### config.mk
export PLATFORM = sky130hd
export DESIGN_NAME = mem_port_arbiter
export DESIGN_NICKNAME = d
export VERILOG_FILES = /design/src/rtl/mem_port_arbiter.sv
export SDC_FILE = /design/constraint.sdc
export NUM_CORES = 1
export LEC_CHECK = 0
export BUFFER_PORTS_ARGS = -buffer_cell sky130_fd_sc_hd__buf_2
export CORE_AREA = 2 2 129 118
export DETAILED_ROUTE_END_ITERATION = 8
export DIE_AREA = 0 0 131 120
export GPL_TIMING_DRIVEN = 1
export PLACE_DENSITY = 0.79
export SLEW_MARGIN = 25
export SYNTH_ARGS = -nofsm -noshare
export SYNTH_HDL_FRONTEND = slang
export SYNTH_SLANG_ARGS = --single-unit
### constraint.sdc
create_clock -name clk -period 1.8 [get_ports clk]
set_clock_uncertainty 0.15 [all_clocks]
set_input_delay 0.27 -clock clk [delete_from_list [all_inputs] [get_ports clk]]
set_output_delay 0.27 -clock clk [all_outputs]
set_load 0.01 [all_outputs]
### src/rtl/mem_port_arbiter.sv
// Arbitrates the fetch and data requesters onto one single-ported memory.
// It has a data-first priority with a fetch starvation guard and a lost-ack timeout watchdog.
module mem_port_arbiter #(
  parameter int unsigned ADDR_W       = 32,
  parameter int unsigned DATA_W       = 32,
  parameter int unsigned MAX_DATA_RUN = 4,
  parameter int unsigned TIMEOUT      = 15
) (
  input  logic                clk,
  input  logic                reset,
  input  logic                f_req,
  input  logic [ADDR_W-1:0]   f_addr,
  output logic [DATA_W-1:0]   f_rdata,
  output logic                f_ack,
  input  logic                d_req,
  input  logic                d_we,
  input  logic [ADDR_W-1:0]   d_addr,
  input  logic [DATA_W-1:0]   d_wdata,
  input  logic [DATA_W/8-1:0] d_be,
  output logic [DATA_W-1:0]   d_rdata,
  output logic                d_ack,
  output logic                mem_req,
  output logic                mem_we,
  output logic [ADDR_W-1:0]   mem_addr,
  output logic [DATA_W-1:0]   mem_wdata,
  output logic [DATA_W/8-1:0] mem_be,
  input  logic [DATA_W-1:0]   mem_rdata,
  input  logic                mem_ack,
  output logic                busy,
  output logic                timeout_err
);

  localparam int unsigned RunW  = $clog2(MAX_DATA_RUN + 1);
  localparam int unsigned WaitW = $clog2(TIMEOUT);
  localparam int unsigned BeW   = DATA_W / 8;
  localparam logic [DATA_W-1:0] NopInsn = DATA_W'(32'h0000_0013);

  typedef enum logic [1:0] {StIdle, StGrantF, StGrantD, StResp} state_e;

  state_e              state_q;
  logic [RunW-1:0]     run_q;
  logic [WaitW-1:0]    wait_q;
  logic [DATA_W-1:0]   f_rdata_q, d_rdata_q;
  logic                f_ack_q, d_ack_q;
  logic                mem_req_q, mem_we_q;
  logic [ADDR_W-1:0]   mem_addr_q;
  logic [DATA_W-1:0]   mem_wdata_q;
  logic [BeW-1:0]      mem_be_q;
  logic                timeout_err_q;

  logic starved, wait_expired;

  // Fetch has waited through the maximum run of back-to-back data grants.
  assign starved      = f_req && (run_q == RunW'(MAX_DATA_RUN));
  assign wait_expired = (wait_q == WaitW'(TIMEOUT - 1));

  always_ff @(posedge clk) begin
    if (!reset) begin
      state_q       <= StIdle;
      run_q         <= '0;
      wait_q        <= '0;
      f_rdata_q     <= '0;
      d_rdata_q     <= '0;
      f_ack_q       <= 1'b0;
      d_ack_q       <= 1'b0;
      mem_req_q     <= 1'b0;
      mem_we_q      <= 1'b0;
      mem_addr_q    <= '0;
      mem_wdata_q   <= '0;
      mem_be_q      <= '0;
      timeout_err_q <= 1'b0;
    end else begin
      f_ack_q <= 1'b0;
      d_ack_q <= 1'b0;
      unique case (state_q)
        StIdle: begin
          if (d_req && !starved) begin
            state_q     <= StGrantD;
            mem_req_q   <= 1'b1;
            mem_we_q    <= d_we;
            mem_addr_q  <= d_addr;
            mem_wdata_q <= d_wdata;
            mem_be_q    <= d_be;
            wait_q      <= '0;
            run_q       <= f_req ? run_q + RunW'(1) : '0;
          end else if (f_req) begin
            state_q    <= StGrantF;
            mem_req_q  <= 1'b1;
            mem_we_q   <= 1'b0;
            mem_addr_q <= f_addr;
            mem_be_q   <= '1;
            wait_q     <= '0;
            run_q      <= '0;
          end
        end
        StGrantF, StGrantD: begin
          if (mem_ack) begin
            mem_req_q <= 1'b0;
            state_q   <= StResp;
            if (state_q == StGrantF) begin
              f_ack_q   <= 1'b1;
              f_rdata_q <= mem_rdata;
            end else begin
              d_ack_q <= 1'b1;
              if (!mem_we_q) d_rdata_q <= mem_rdata;
            end
          end else if (wait_expired) begin
            // Abort: answer with a safe value so the pipeline can proceed.
            mem_req_q     <= 1'b0;
            state_q       <= StResp;
            timeout_err_q <= 1'b1;
            if (state_q == StGrantF) begin
              f_ack_q   <= 1'b1;
              f_rdata_q <= NopInsn;
            end else begin
              d_ack_q <= 1'b1;
              if (!mem_we_q) d_rdata_q <= '0;
            end
          end else begin
            wait_q <= wait_q + WaitW'(1);
          end
        end
        StResp: state_q <= StIdle;
        default: state_q <= StIdle;
      endcase
    end
  end

  assign f_rdata     = f_rdata_q;
  assign f_ack       = f_ack_q;
  assign d_rdata     = d_rdata_q;
  assign d_ack       = d_ack_q;
  assign mem_req     = mem_req_q;
  assign mem_we      = mem_we_q;
  assign mem_addr    = mem_addr_q;
  assign mem_wdata   = mem_wdata_q;
  assign mem_be      = mem_be_q;
  assign busy        = (state_q != StIdle);
  assign timeout_err = timeout_err_q;

endmodule

### Word-level counts from Yosys, hierarchy flattened

Index checks and enable logic that the tools add are counted.

| storage, ports and cells | value |
|---|---|
| bits in registers | 146 |
| output and inout port bits | 138 |
| word-level logic and storage cells | 85 |

| operators by class | value |
|---|---|
| add/subtract/negate cells | 2 |
| equal/unequal tests | 9 |
| muxes and demuxes | 40 |
| bitwise operators | 3 |
| reductions and logical operators | 18 |

Operators with widths:

| cell | count |
|---|---|
| 2-to-1 mux 32 bit | 12 |
| 2-to-1 mux 4 bit | 6 |
| 2-to-1 mux 1 bit | 12 |
| 2-to-1 mux 3 bit | 3 |
| AND reduction 3 bit | 3 |
| 2-to-1 mux 2 bit | 4 |
| one-hot mux 4 bit (2 select lines) | 1 |
| AND reduction 2 bit | 4 |
| AND reduction 4 bit | 2 |
| nonzero test 2 bit | 4 |
| inequality test 3 bit, second input constant | 2 |
| one-hot mux 2 bit (3 select lines) | 1 |
| adder 4 x 1 -> 4 bit, second input constant | 1 |
| == test 2 bit, second input constant | 2 |
| == test 4 bit, second input constant | 1 |
| inequality test 2 bit, second input constant | 2 |
| adder 3 x 1 -> 3 bit, second input constant | 1 |
| == test 3 bit, second input constant | 1 |
| inverter 1 bit | 3 |
| == test 2 x 1 -> 1 bit, second input constant | 1 |
| logical AND 1 bit | 2 |
| logical NOT 2 bit | 1 |
| one-hot mux 1 bit (2 select lines) | 1 |
| OR reduction 2 bit | 1 |
| logical NOT 1 bit | 1 |

### Longest topological paths before layout

| depth | value |
|---|---|
| word-level depth | 6 |
| mapped depth | 8 |

### Worst setup path before layout

No wires, ideal clock.

| timing path | value |
|---|---|
| kind | register to register |
| from | reg state_q[0] |
| to | reg wait_q[0] |
| setup time | 0.059 ns |
| arrival | 1.581 ns |
| required time | 1.591 ns |
| path slack | 0.010 ns |
| cell stages (with the launch flop) | 8 |
| buffers on the path | 1 |
| period minus slack after synthesis | 1.790 ns |
| path through | dfxtp_1 > inv_1 > ha_1 > clkbuf_4 > nor2_2 > or4_4 > mux2i_1 > and2_1 |

| between the ends | value |
|---|---|
| longest elaborated chain between the ends | 4 |
| elaborated cells between the ends (all ways) | 10 |

Ends and longest elaborated chain:

| what | RTL line | text |
|---|---|---|
| start, declared | 40 | `state_e state_q;` |
| start signal, assigned | 59 | `state_q <= StIdle;` |
| start signal, assigned | 78 | `state_q <= StGrantD;` |
| start signal, assigned | 87 | `state_q <= StGrantF;` |
| == test 2 x 1 -> 1 bit / == test 2 bit (equally long branches) | 75 | `unique case (state_q)` |
| OR reduction 2 bit | 75 |  |
| inequality test 2 bit (no source line) / nonzero test 2 bit (equally long branches) | - |  |
| AND reduction 4 bit (no source line) | - |  |
| end signal, assigned | 120 | `wait_q <= wait_q + WaitW'(1);` |
| end, declared | 42 | `logic [WaitW-1:0] wait_q;` |

Several ways; a longest one is shown, not always the timed one.
A chain may end at the register's enable or synchronous reset.

### Final worst setup path

Same ends and word-level chain as after synthesis.

==> results by group <==
Placement
  • IO Port Bufs: 275
  • Cell area after placement: 0.00758 sq mm
  • GP Congestion: 0.775
  • Half-perimeter wire length of the detailed placement result: 11.1 mm
  • Cell total after placement: 1114

Power and ir drop
  • Power density over cell area: 1220 mW/mm^2
  • Total Power: 0.0114 W
  • Maximum vdd drop: 942 uV
  • Leak pwr: 4.32 nW

Die
  • Number of primary I/O pins: 276
  • Placeable core area: 0.0145 sq mm
  • Std-Cell Rows: 42
  • Chip Height: 120 microns
  • Area of the die: 0.0157 sq mm
  • Effective utilization at floorplan: 41.2%
  • Floorplan die width: 131 microns

Critical path
  • Highest fanout seen on the critical path: 6
  • Kind of launch point of the worst setup path: register
  • Worst path required time: 2.00 ns
  • CP arrival: 1.96 ns
  • Critical path launch point: state_q[0]$_SDFFE_PN0P_
  • Worst R2R Start: state_q[0]$_SDFFE_PN0P_
  • Critical Path Sink Type: register
  • Worst setup path category: register to register

STA
  • Slew at the pin closest to its max-slew limit: 0.618 ns
  • RSZ-0062 raised after global routing: true
  • Final clock period utilization by the worst path: 97.8%
  • Total count of hold-check failures in the final report: 0
  • Final Max Slew Viols: 0
  • Max_slew headroom: 58.8%
  • Min Tclk post-route: 1.76 ns
  • Total setup violations reported at the end of the flow: 0
  • Highest clock rate: 568 MHz
  • Hold_ws: 0.00363 ns

Drt
  • Detailed router's first-iteration violation count: 320
  • Number of design rule violations left after detail routing: 0
  • Number of nets still failing antenna checks after routing: 0
  • Drt first pass iters: 5
  • Vias: 6333
  • Total wire length: 19.6 mm
  • Average wire length per cell after detail routing: 15.7 microns
  • Vias per std cell: 5.07

Min path
  • Hold Crit Start: d_addr[12]
  • Worst min-delay path class: input port to register

Logic synthesis
  • Post-synthesis mux area share: 5.71%
  • Average size of a mapped cell: 8.81 sq um
  • Count of flip-flops with a built-in enable after synthesis: 0
  • Combinational family with the most area after synthesis: compound AO/OA/AOI/OAI gates
  • Count of unique library cells instantiated by Yosys: 43
  • Area share of the leading cell type in the synthesized netlist: 49.1%
  • Flop and latch count out of synthesis: 146
  • Post-synthesis sequential area ratio: 49.1%
  • Share of the synthesized area in compound gates (AO/OA/AOI/OAI): 19.0%
  • Predominant post-synthesis flop cell: dfxtp_1
  • Synth Warn #: 0
  • Cell types with the largest area share after synthesis: dfxtp_1 49%, nand3_1 8.4%, nand2_1 6.3%
  • Cell count after synthesis: 676
  • Synthesized netlist net count: 820
  • Area share of and/or/nand/nor cells after synthesis: 18.9%
  • Cell area after synthesis: 0.00596 sq mm
  • Cell type with the highest aggregate area in the netlist: dfxtp_1
  • Parity-gate share of the synthesized area counting xor and xnor cells: 0%
  • Arithmetic-cell share of the synthesized area counting full adders, half adders and majority gates: 1.26%
  • Async SR Flop Fraction: 0%

Global route
  • Overall Global Routing Usage: 23.9%
  • Antenna violations before repair: 0
  • Vias in the first global route: 6197
  • Largest net degree at the start of global routing: 65
  • Global-route wire length before repair: 29.7 mm
  • Final global-route overflow total: 0

CTS
  • CTS H-Tree Depth: 4
  • Clock sinks: 146
  • Clock-pin transition on the worst setup and hold timing paths: 0.06 ns
  • CTS tree: built
  • Skew-Pair Late Insertion Delay: 0.41 ns
  • Number of buffers on the longest clock path: 2
  • Cell chosen for the clock root: clkbuf_16
  • Number of buffers inserted during clock tree synthesis: 17

Layout
  • Post-route cell area: 0.00937 sq mm
  • Fraction of layout cells with a size suffix above 1: 34.8%
  • Leading cell type in the layout, fill and taps excluded: buf_2
  • Final Non-Filler Cells: 1249
  • Fraction of the core area covered by cells at the end of the flow: 64.8%
  • Filler Cell Count: 1104
  • Register area: 0.00293 sq mm
  • Diodes inserted: 0
  • Net count reported at finish: 1182
  • Multi-input gate area: 0.00276 sq mm
  • Post-synthesis to final-layout area growth: 57.3%
  • Leading cell types in the layout, fill and taps excluded: 273 x buf_2, 143 x dfxtp_1, 100 x nand3_1

Run status
  • Status: completed

Job
  • Max_cap viols: 0
==> what timing repair did <==
item                                   in CTS  in global routing
gates resized for setup                     5                 25
hold buffers                               95                  1
setup endpoints to repair                  40                 60
cloned                                      0                  3
endpoints found under the hold margin     105                  1
pin swaps                                   0                  5
setup buffers                               1                  3
==> through the flow <==
step	setup slack, ns	TNS [ns]
after floorplan	0.00973	0
after global placement	-0.0393	-0.0727
after detailed placement	-0.0860	-0.559
after CTS	0.00375	0
after global routing	-0.0107	-0.0123
final	0.0400	0
==> cells by family after synthesis <==
logic type / after synthesis
muxes: 34
buffers and inverters: 69
AOI/OAI and AO/OA: 182
DFF: 146
adders and majority gates: 6
and+or+nand+nor: 239
==> sequential cells by signal, summed over array words and instances, names as in the netlist <==
register     flops
d_ack            1
d_rdata         32
f_ack            1
f_rdata         32
mem_addr        32
mem_be           4
mem_req          1
mem_wdata       32
mem_we           1
run_q            3
state_q          2
timeout_err      1
wait_q           4
==> synthesized netlist by cell type, drive strengths merged (2+ instances only) <==
cell and count:
a21boi 65, a21o 2, a21oi 33, and2 2, and3 3, buf 27, clkbuf 35, dfxtp 146
ha 6, inv 7, mux2i 34, nand2 100, nand3 102, nand3b 4, nor2 12, nor2b 5
nor3 4, o211a 5, o21ai 70
==> routing by layer <==
metal  track usage [%]  vias to the layer above  routed length, microns
li1                  -                     3075                       -
met1              26.3                     2891                    7610
met2              40.6                      308                    9730
met3              7.76                       59                    1570
met4              12.4                        0                     680
met5                 0                        -                       0
==> worst paths after layout <==
path / slack [ns] / cells past startpoint / end
setup / recovery: 0.04 / 6 / wait_q[0]$_SDFFE_PN0P_
hold / removal: 0.004 / 3 / mem_addr[12]$_SDFFE_PN0P_
setup reg to reg: 0.04 / 6 / wait_q[0]$_SDFFE_PN0P_
hold reg to reg: 0.30 / 2 / f_rdata[29]$_SDFFE_PN0P_
==> power by group <==
group,switching [W],internal (W),leakage (nW),total (W)
sequential,0.000289,0.00383,1.19,0.00412
clock,0.00140,0.00234,0.306,0.00373
combinational,0.00194,0.00160,2.82,0.00354
total,0.00362,0.00776,4.32,0.0114
==> final cells by class <==
type | count | share of cell area, %
Tap cell | 198 | 2.64
Sequential cell | 146 | 31.2
Clock buffer | 21 | 5.13
Multi-Input combinational cell | 461 | 29.4
Inverter | 7 | 0.280
Clock inverter | 11 | 1.60
Timing Repair Buffer | 405 | 29.7
==> critical path, cell delays in order, from the launching register on <==
cell and delay [ns]:
dfxtp_2 0.34, inv_2 0.04, ha_4 0.30, nand2b_4 0.06
or4_4 0.55, mux2i_1 0.13, and2_1 0.13
(Power assumes the default switching activity.)
